**src/rtl/in_unit_pkg.sv**
```systemverilog
// Shared types for the IN unit: ROB tag width, CDB payload and default buffer depth.
package in_unit_pkg;

    localparam int ROB_WIDTH    = 5;
    localparam int IN_BUF_DEPTH = 16;

    typedef struct packed {
        logic                 valid;
        logic [ROB_WIDTH-1:0] tag;
        logic [31:0]          data;
    } cdb_t;

    function automatic logic [31:0] zext_byte(input logic [7:0] b);
        return {24'b0, b};
    endfunction

endpackage

```
**src/rtl/req_if.sv**
```systemverilog
// Valid/ready handshake bundle; the handshake fires when both are high.
interface req_if;
    logic valid;
    logic ready;

    modport sink   (input valid, output ready);
    modport source (output valid, input ready);
endinterface

```
**src/rtl/in_byte_fifo.sv**
```systemverilog
// Receive byte FIFO with a speculative read pointer that can be rewound to the
// committed read pointer. Pointers carry one extra bit to tell full from empty.
module in_byte_fifo
    import in_unit_pkg::*;
#(
    parameter int DEPTH = IN_BUF_DEPTH,
    localparam int PW   = $clog2(DEPTH) + 1
) (
    input  logic       clk,
    input  logic       reset,
    input  logic       push,
    input  logic [7:0] push_data,
    input  logic       spec_pop,
    input  logic       commit_pop,
    input  logic       rewind,
    output logic [7:0] spec_data,
    output logic       spec_empty,
    output logic       full
);

    logic [7:0]    mem [DEPTH];
    logic [PW-1:0] wr_ptr;
    logic [PW-1:0] spec_ptr;
    logic [PW-1:0] cmt_ptr;

    always_ff @(posedge clk) begin
        if (push) mem[wr_ptr[PW-2:0]] <= push_data;
    end

    // A rewind lands on the committed position, including a commit in the same cycle.
    always_ff @(posedge clk) begin
        if (reset) begin
            wr_ptr   <= '0;
            spec_ptr <= '0;
            cmt_ptr  <= '0;
        end else begin
            if (push)       wr_ptr  <= wr_ptr + PW'(1);
            if (commit_pop) cmt_ptr <= cmt_ptr + PW'(1);
            if (rewind)        spec_ptr <= cmt_ptr + PW'(commit_pop);
            else if (spec_pop) spec_ptr <= spec_ptr + PW'(1);
        end
    end

    assign spec_data  = mem[spec_ptr[PW-2:0]];
    assign spec_empty = (spec_ptr == wr_ptr);
    assign full       = ((wr_ptr - cmt_ptr) == PW'(DEPTH));

endmodule

```
**src/rtl/in_unit.sv**
```systemverilog
// IN instruction unit: serves received bytes to in-order IN instructions speculatively,
// consuming a byte only at commit. Optional sticky overrun flag under IN_OVERRUN_EN.
module in_unit
    import in_unit_pkg::*;
#(
    parameter int BUF_DEPTH = IN_BUF_DEPTH,
    parameter int N_ENTRY   = 4
) (
    input  logic                 clk,
    input  logic                 reset,
    input  logic                 flush,
    req_if.sink                  issue_req,
    input  logic [ROB_WIDTH-1:0] issue_tag,
    req_if.sink                  commit_req,
    input  logic                 receiver_valid,
    input  logic [7:0]           receiver_out,
    output logic                 cdb_req_valid,
    input  logic                 cdb_req_ready,
    output cdb_t                 cdb_out
`ifdef IN_OVERRUN_EN
    ,
    output logic                 overrun
`endif
);

    localparam int CW = $clog2(N_ENTRY + 1);
    localparam int IW = (N_ENTRY > 1) ? $clog2(N_ENTRY) : 1;

    logic [ROB_WIDTH-1:0] entry_tag [N_ENTRY];
    logic [N_ENTRY-1:0]   entry_sent;
    logic [CW-1:0]        count;

    logic [ROB_WIDTH-1:0] n_tag [N_ENTRY];
    logic [N_ENTRY-1:0]   n_sent;
    logic [CW-1:0]        n_count;

    logic          cand_found;
    logic [IW-1:0] cand_idx;
    logic [IW-1:0] grant_idx;
    logic [IW-1:0] app_idx;
    logic          commit_ready, commit, issue_ready, issue_fire, grant;
    logic [7:0]    spec_data;
    logic          spec_empty, fifo_full;

    in_byte_fifo #(.DEPTH(BUF_DEPTH)) u_fifo (
        .clk        (clk),
        .reset      (reset),
        .push       (receiver_valid && !fifo_full),
        .push_data  (receiver_out),
        .spec_pop   (grant && !flush),
        .commit_pop (commit),
        .rewind     (flush),
        .spec_data  (spec_data),
        .spec_empty (spec_empty),
        .full       (fifo_full)
    );

    always_comb begin
        cand_found = 1'b0;
        cand_idx   = '0;
        for (int i = N_ENTRY - 1; i >= 0; i--) begin
            if (CW'(i) < count && !entry_sent[i]) begin
                cand_found = 1'b1;
                cand_idx   = IW'(i);
            end
        end
    end

    assign commit_ready     = (count != '0) && entry_sent[0];
    assign commit           = commit_req.valid && commit_ready;
    assign issue_ready      = (count < CW'(N_ENTRY)) || commit;
    assign issue_fire       = issue_req.valid && issue_ready;
    assign cdb_req_valid    = cand_found && !spec_empty;
    assign grant            = cdb_req_valid && cdb_req_ready;
    assign issue_req.ready  = issue_ready;
    assign commit_req.ready = commit_ready;

    assign cdb_out.valid = grant;
    assign cdb_out.tag   = entry_tag[cand_idx];
    assign cdb_out.data  = zext_byte(spec_data);

    // Grant and append indices refer to the queue after a same-cycle commit shift.
    assign grant_idx = cand_idx - IW'(commit);
    assign app_idx   = IW'(count - CW'(commit));

    always_comb begin
        for (int i = 0; i < N_ENTRY; i++) n_tag[i] = entry_tag[i];
        n_sent  = entry_sent;
        n_count = count;
        if (commit) begin
            for (int i = 0; i < N_ENTRY - 1; i++) begin
                n_tag[i]  = entry_tag[i+1];
                n_sent[i] = entry_sent[i+1];
            end
            n_sent[N_ENTRY-1] = 1'b0;
            n_count = count - CW'(1);
        end
        if (flush) begin
            n_sent  = '0;
            n_count = '0;
        end else begin
            if (grant) n_sent[grant_idx] = 1'b1;
            if (issue_fire) begin
                n_tag[app_idx]  = issue_tag;
                n_sent[app_idx] = 1'b0;
                n_count         = n_count + CW'(1);
            end
        end
    end

    always_ff @(posedge clk) begin
        if (reset) begin
            count      <= '0;
            entry_sent <= '0;
            for (int i = 0; i < N_ENTRY; i++) entry_tag[i] <= '0;
        end else begin
            count      <= n_count;
            entry_sent <= n_sent;
            for (int i = 0; i < N_ENTRY; i++) entry_tag[i] <= n_tag[i];
            assert (!(commit_req.valid && !entry_sent[0]))
                else $error("in_unit: commit requested before head byte was broadcast");
        end
    end

`ifdef IN_OVERRUN_EN
    always_ff @(posedge clk) begin
        if (reset) begin
            overrun <= 1'b0;
        end else if (receiver_valid && fifo_full) begin
            overrun <= 1'b1;
            $info("in_unit: receive byte 0x%02h dropped, buffer full", receiver_out);
        end
    end
`endif

endmodule

```
**src/flat_wrapper.sv**
```systemverilog
// flat-port wrapper written by rule: the top's interface ports become plain ports
module in_unit_flat import in_unit_pkg::*;
#(
    parameter int BUF_DEPTH = IN_BUF_DEPTH,
    parameter int N_ENTRY   = 4
)
  (clk, reset, flush, issue_tag, receiver_valid, receiver_out, cdb_req_valid, cdb_req_ready, cdb_out, issue_req_valid, issue_req_ready, commit_req_valid, commit_req_ready);
  req_if issue_req_i ();
  req_if commit_req_i ();
  input  logic clk;
  input  logic reset;
  input  logic flush;
  input  logic [ROB_WIDTH-1:0] issue_tag;
  input  logic receiver_valid;
  input  logic [7:0] receiver_out;
  output logic cdb_req_valid;
  input  logic cdb_req_ready;
  output cdb_t cdb_out;
  input wire logic [$bits(issue_req_i.valid)-1:0] issue_req_valid;
  output wire logic [$bits(issue_req_i.ready)-1:0] issue_req_ready;
  input wire logic [$bits(commit_req_i.valid)-1:0] commit_req_valid;
  output wire logic [$bits(commit_req_i.ready)-1:0] commit_req_ready;
  assign issue_req_i.valid = issue_req_valid;
  assign issue_req_ready = issue_req_i.ready;
  assign commit_req_i.valid = commit_req_valid;
  assign commit_req_ready = commit_req_i.ready;
  in_unit #(.BUF_DEPTH(BUF_DEPTH), .N_ENTRY(N_ENTRY)) u_core (.clk(clk), .reset(reset), .flush(flush), .issue_req(issue_req_i), .issue_tag(issue_tag), .commit_req(commit_req_i), .receiver_valid(receiver_valid), .receiver_out(receiver_out), .cdb_req_valid(cdb_req_valid), .cdb_req_ready(cdb_req_ready), .cdb_out(cdb_out));
endmodule
```
**config.mk**
```make
export PLATFORM = sky130hd
export DESIGN_NAME = in_unit_flat
export DESIGN_NICKNAME = d
export VERILOG_FILES = /design/src/rtl/in_unit_pkg.sv /design/src/rtl/req_if.sv /design/src/rtl/in_byte_fifo.sv /design/src/rtl/in_unit.sv /design/src/flat_wrapper.sv
export SDC_FILE = /design/constraint.sdc
export NUM_CORES = 1
export LEC_CHECK = 0
export CAP_MARGIN = 5
export CORE_MARGIN = 2
export CORE_UTILIZATION = 33
export DETAILED_ROUTE_END_ITERATION = 10
export PLACE_DENSITY = 0.46
export SLEW_MARGIN = 10
export SYNTH_ARGS = -nofsm -noshare
export SYNTH_HDL_FRONTEND = slang
export SYNTH_SLANG_ARGS = --single-unit
```
**constraint.sdc**
```tcl
create_clock -name clk -period 6.8 [get_ports clk]
set_input_delay 1.36 -clock clk [delete_from_list [all_inputs] [get_ports clk]]
set_output_delay 1.36 -clock clk [all_outputs]
set_load 0.01 [all_outputs]
```
==> impl_metrics.tcl, run 1 <==
set metrics [dict create \
    status "finished, final reports clean" \
    mostFrequentLayoutCell "edfxtp_1" \
    synth_edf_count 128 \
    place_inst 864 \
    hp-class "flop to flop" \
    finalSetupTns_ps 0 \
    drtIter0Drc 276 \
    antenna_found_initial 0 \
    cp-start-kind "flop" \
    numCtsBuffers 17 \
    r2r_end "u_core.u_fifo.mem[14][6]" \
    ys_ff_latch 174 \
    syn_to_final_growth_pct 16.3 \
    worst_pin_slew_ps 1120 \
    maxSlewViolCount 0 \
    setup_slack_ps 2400 \
    fmax_mhz 227 \
    hold_ws_ps 486 \
    diodes 0 \
    p_leak_uw 0.00297 \
    ir_drop_v 0.000140 \
    required_ps 5440 \
    fin_crit_sh 0.647 \
    final_cell_mix "128 x edfxtp_1, 45 x mux4_2, 45 x dfxtp_1" \
    ys_types 56 \
    cts.sinks 174 \
    grt-ovfl-total 0 \
    clockBufferDepth 2 \
    ant_nets 0 \
    p_total_uw 2380 \
    grt.total_usage 0.145 \
    fill_cells 2244 \
    clk_latency_ps 430 \
    synth_warnings 0 \
    cts_hold_buf 0 \
    drt_wl_total_um 17000 \
    routabilityCongestion 0.771 \
    die_w_um 158 \
    min_period_ps 4400 \
    fp.dieH_um 158 \
    io_pins 61 \
    wl_per_cell_um 18.9 \
    setup_violations 0 \
    cts_setup_buffers 0 \
    grt_pass1_wl_um 26400 \
    io_buffers 36 \
    core-area_um2 23400 \
    grt_setup_unrepaired "false" \
    async_flop_share 0 \
    rr_startpoint "u_core.u_fifo.wr_ptr[2]" \
    layout-drive-gt1-share 0.184 \
    path_max_fanout 24 \
    rows 56 \
    pwr_density_cell_nw_per_um2 262 \
    layout.cells.non_filler 896 \
    synth.yosys.seq_area_share 0.609 \
    post_cts_resized 0 \
    h-tree-depth 4 \
    critical_path_arrival_ps 3040 \
    routed_via_density 4.89 \
    skew_ps 10.3 \
    reg2reg_depth 5 \
    crit_type "flop to output port" \
    rrSetupSlack_ps 3560 \
    end_kind "output port" \
    dp_hpwl_um 11100 \
    hold_path_depth 2 \
    firstDrtPassIters 4 \
    start_util 0.334 \
    clk_pin_slew_worst_paths_ps 70 \
    nNetsFinal 602 \
    drv_cap 0 \
    avgSynthCellArea_um2 14.8 \
    grt_pass1_vias 4563 \
    via_count 4378 \
    cts_tree "built" \
    syn_inst 527 \
    die_area_um2 24900 \
    grt_max_degree 42 \
    synthFlopType "edfxtp_1" \
    drc 0 \
    preCtsSetupSlack_ps 2480 \
    syn_area_um2 7820 \
    hold_viol 0 \
    cts-root-buf "clkbuf_16" \
    maxSlewHeadroom 0.250 \
]
## sequential cells by signal, summed over array words and instances (netlist names), named ones only
name,count
u_core.u_fifo.spec_ptr,5
u_core.entry_sent,4
u_core.u_fifo.wr_ptr,5
u_core.count,3
u_core.u_fifo.mem,128
u_core.u_fifo.cmt_ptr,5
u_core.entry_tag,15
## synthesized netlist by cell type, drive strengths merged (2+ instances only)
cell type | n | area (um^2)
edfxtp | 128 | 3840
dfxtp | 46 | 921
mux4 | 45 | 1010
buf | 39 | 268
nor2 | 35 | 131
nand2 | 24 | 90.1
a211oi | 19 | 143
mux2i | 19 | 190
ha | 18 | 225
inv | 17 | 63.8
nand3 | 16 | 80.1
a21oi | 13 | 65.1
nor3 | 12 | 60.1
xor2 | 12 | 105
clkbuf | 11 | 41.3
xnor2 | 9 | 78.8
nand2b | 8 | 50.1
mux2 | 5 | 60.1
nor2b | 4 | 25.0
o21ai | 4 | 20.0
a21boi | 3 | 22.5
a31oi | 3 | 33.8
and3 | 3 | 18.8
nor4 | 3 | 18.8
o31ai | 3 | 22.5
a21o | 2 | 15.0
a311oi | 2 | 17.5
a31o | 2 | 17.5
a41oi | 2 | 25.0
nand3b | 2 | 15.0
nand4 | 2 | 12.5
## cells by family (layout without fill, tap and decap cells)
logic type	after synthesis	count (layout)	synth area share
flops	174	174	0.609
simple gates	115	115	0.0701
compound gates	62	62	0.0587
fa+ha+maj	18	18	0.0288
buf+inv	67	94	0.0477
mux	69	69	0.162
other cells	1	24	0.000479
xor+xnor	21	21	0.0235
## critical path, stage by stage (launching register included)
cell and delay (ps):
dfxtp_2 520, buf_4 500, mux4_2 570, mux4_2 510, clkdlybuf4s50_1 510
## worst max-delay path by stage
stage,start,to
3_3_place_gp,cdb_req_ready,cdb_out[37]
4_1_cts,flop,cdb_out[1]
6_report,flop,cdb_out[4]
2_1_floorplan,cdb_req_ready,cdb_out[37]
3_5_place_dp,cdb_req_ready,cdb_out[37]
5_1_grt,flop,cdb_out[4]
## routing by layer
metal	track usage	vias up	part of all wire
met2	0.241	89	0.50
met5	0	-	0
met3	0.0326	11	0.038
met4	0.0373	0	0.0081
li1	-	2048	-
met1	0.192	2230	0.46
## cell type report
type	count	area, um^2	share of cell area
multi-input combinational	309	2840	0.312
timing repair buffer	45	428	0.0470
tap	319	399	0.0439
clock inverter	15	176	0.0194
sequential	174	4770	0.524
clock buffer	17	425	0.0468
inverter	17	63.8	0.00702
## stage by stage
| step | utilization | area [um^2] |
|---|---|---|
| 4_1_cts | 0.389 | 9090 |
| 5_1_grt | 0.389 | 9090 |
| 3_3_place_gp | 0.363 | 8490 |
| 3_5_place_dp | 0.363 | 8490 |
| 2_1_floorplan | - | 7910 |
| 6_report | 0.389 | 9090 |
## where the power goes
part | switching [uW] | leakage (uW) | internal [uW]
combinational | 109 | 0.00115 | 92.2
clock | 441 | 0.000289 | 556
sequential | 18.5 | 0.00153 | 1170
total | 568 | 0.00297 | 1820
No activity file was read; power rests on OpenSTA's default activity.
==> run 2, diff against run 1 <==
--- a/config.mk
+++ b/config.mk
@@ -9,7 +9,7 @@
 export CORE_MARGIN = 2
 export CORE_UTILIZATION = 33
 export DETAILED_ROUTE_END_ITERATION = 10
-export PLACE_DENSITY = 0.46
+export PLACE_DENSITY = 0.48
 export SLEW_MARGIN = 10
 export SYNTH_ARGS = -nofsm -noshare
 export SYNTH_HDL_FRONTEND = slang
==> constraint.sdc (replaced) <==
create_clock -name clk -period 3.55 [get_ports clk]
set_input_delay 0.71 -clock clk [delete_from_list [all_inputs] [get_ports clk]]
set_output_delay 0.71 -clock clk [all_outputs]
set_load 0.01 [all_outputs]
==> impl_metrics.tcl, run 2 (same netlist as run 1, synthesis figures left out) <==
set metrics [dict create \
    hold_path_depth 2 \
    hp-class "flop to flop" \
    io_pins 61 \
    routabilityCongestion 0.805 \
    ant_nets 0 \
    die_w_um 158 \
    drt_wl_total_um 16400 \
    slowest_stage "mux4_2" \
    routed_via_density 4.83 \
    path_cells "buf_12, mux4_2, mux4_2, clkdlybuf4s50_1" \
    finalSetupTns_ps 0 \
    maxSlewHeadroom 0.323 \
    dp_hpwl_um 11200 \
    cp_num_buf_inv 2 \
    maxSlewViolCount 0 \
    mostFrequentLayoutCell "edfxtp_1" \
    fill_cells 2219 \
    drtIter0Drc 271 \
    end_kind "output port" \
    clk_pin_slew_worst_paths_ps 60 \
    fmax_mhz 296 \
    worst_pin_slew_ps 1010 \
    nNetsFinal 613 \
    setup_slack_ps 174 \
    grt_max_degree 39 \
    largest_register_ffs 128 \
    hold_ws_ps 483 \
    rrSetupSlack_ps 710 \
    via_count 4385 \
    grt_pass1_vias 4275 \
    drc 0 \
    diodes 0 \
    p_leak_uw 0.00303 \
    critical_path_arrival_ps 2670 \
    wl_per_cell_um 18.0 \
    min_period_ps 3380 \
    ir_drop_v 0.000238 \
    grt.total_usage 0.138 \
    pwr_density_cell_nw_per_um2 491 \
    cts-root-buf "clkbuf_16" \
    final_cell_mix "128 x edfxtp_1, 45 x mux4_2, 44 x dfxtp_1" \
    cts.sinks 174 \
    cp-start-kind "flop" \
    h-tree-depth 4 \
    cp_common_cell "mux4_2" \
    rows 56 \
    fin_crit_sh 0.951 \
    cts_tree "built" \
    numCtsBuffers 17 \
    drv_cap 0 \
    layout.cells.non_filler 907 \
    start_util 0.334 \
    grt-ovfl-total 0 \
    cp_top_family "multiplexers" \
    core-area_um2 23400 \
    grt_pass1_wl_um 25100 \
    grt_setup_unrepaired "false" \
    cts_hold_buf 0 \
    slowest_delay_ps 520 \
    rr_startpoint "u_core.u_fifo.cmt_ptr[1]" \
    setup_violations 0 \
    crit_type "flop to output port" \
    status "finished, final reports clean" \
    io_buffers 36 \
    die_area_um2 24900 \
    fp.dieH_um 158 \
    hold_viol 0 \
    r2r_end "u_core.u_fifo.mem[7][3]" \
    layout-drive-gt1-share 0.185 \
    required_ps 2840 \
    reg2reg_depth 8 \
    preCtsSetupSlack_ps 357 \
    skew_ps 11.7 \
    antenna_found_initial 0 \
    firstDrtPassIters 4 \
    syn_to_final_growth_pct 16.9 \
    place_inst 875 \
    clk_latency_ps 420 \
    clockBufferDepth 2 \
    path_max_fanout 15 \
]
## run 2: layout make-up
cell class                 count  area (um^2)  area share
clock inverter                14          140      0.0153
tap                          319          399      0.0436
clock buffer                  18          429      0.0469
inverter                      17         63.8     0.00698
multi-input combinational    309         2800       0.306
timing repair buffer          56          548      0.0599
sequential                   174         4770       0.521
## run 2: report_power, final
| part | total, uW | internal, uW | leakage, uW | switching [uW] |
|---|---|---|---|---|
| Clock | 1820 | 1040 | 0.000275 | 783 |
| Sequential | 2270 | 2240 | 0.00153 | 34.4 |
| Combinational | 396 | 185 | 0.00122 | 210 |
## run 2: how the worst max path moves through the flow
stage | from | slack (ps) | endpoint | cells after the start
final | flop | 170 | cdb_out[3] | 4
after CTS | u_core.count[1] | 50 | cdb_out[35] | 7
after floorplan | u_core.u_fifo.cmt_ptr[1] | 610 | u_core.u_fifo.mem[2][0] | 8
after global routing | u_core.count[1] | 20 | cdb_out[32] | 7
after detailed placement | u_core.count[1] | 360 | cdb_out[36] | 7
after global placement | u_core.count[1] | 390 | cdb_out[32] | 7
## run 2: metrics by stage
| step | total power, uW | utilization | instance area [um^2] |
|---|---|---|---|
| final | 4490 | 0.391 | 9150 |
| after global routing | 4650 | 0.391 | 9150 |
| after CTS | 4530 | 0.391 | 9140 |
| after detailed placement | 2720 | 0.366 | 8570 |
| after global placement | 2710 | 0.366 | 8570 |
| after floorplan | 2550 | - | 7910 |
## run 2: worst reg2reg max path, stage by stage (launching register included)
cell      delay (ps)
dfxtp_1          450
inv_1             70
ha_1             280
nor2b_1          130
o21a_1           180
o211ai_1         170
buf_4            170
a41oi_2          190
nor2_1           820
## run 2: timing repair
action / CTS / global route
resized for setup: 2 / 2
endpoints found under the setup margin: 6 / 6
buffers inserted: 0 / 0
cloned: 0 / 0
## run 2: routing by layer
metal | wire length [um] | global-route usage | vias to the layer above | part of all wire
met4 | 212 | 0.0480 | 0 | 0.013
met3 | 506 | 0.0304 | 13 | 0.031
met5 | 0 | 0 | - | 0
li1 | - | - | 2065 | -
met2 | 8030 | 0.218 | 85 | 0.49
met1 | 7620 | 0.187 | 2222 | 0.47
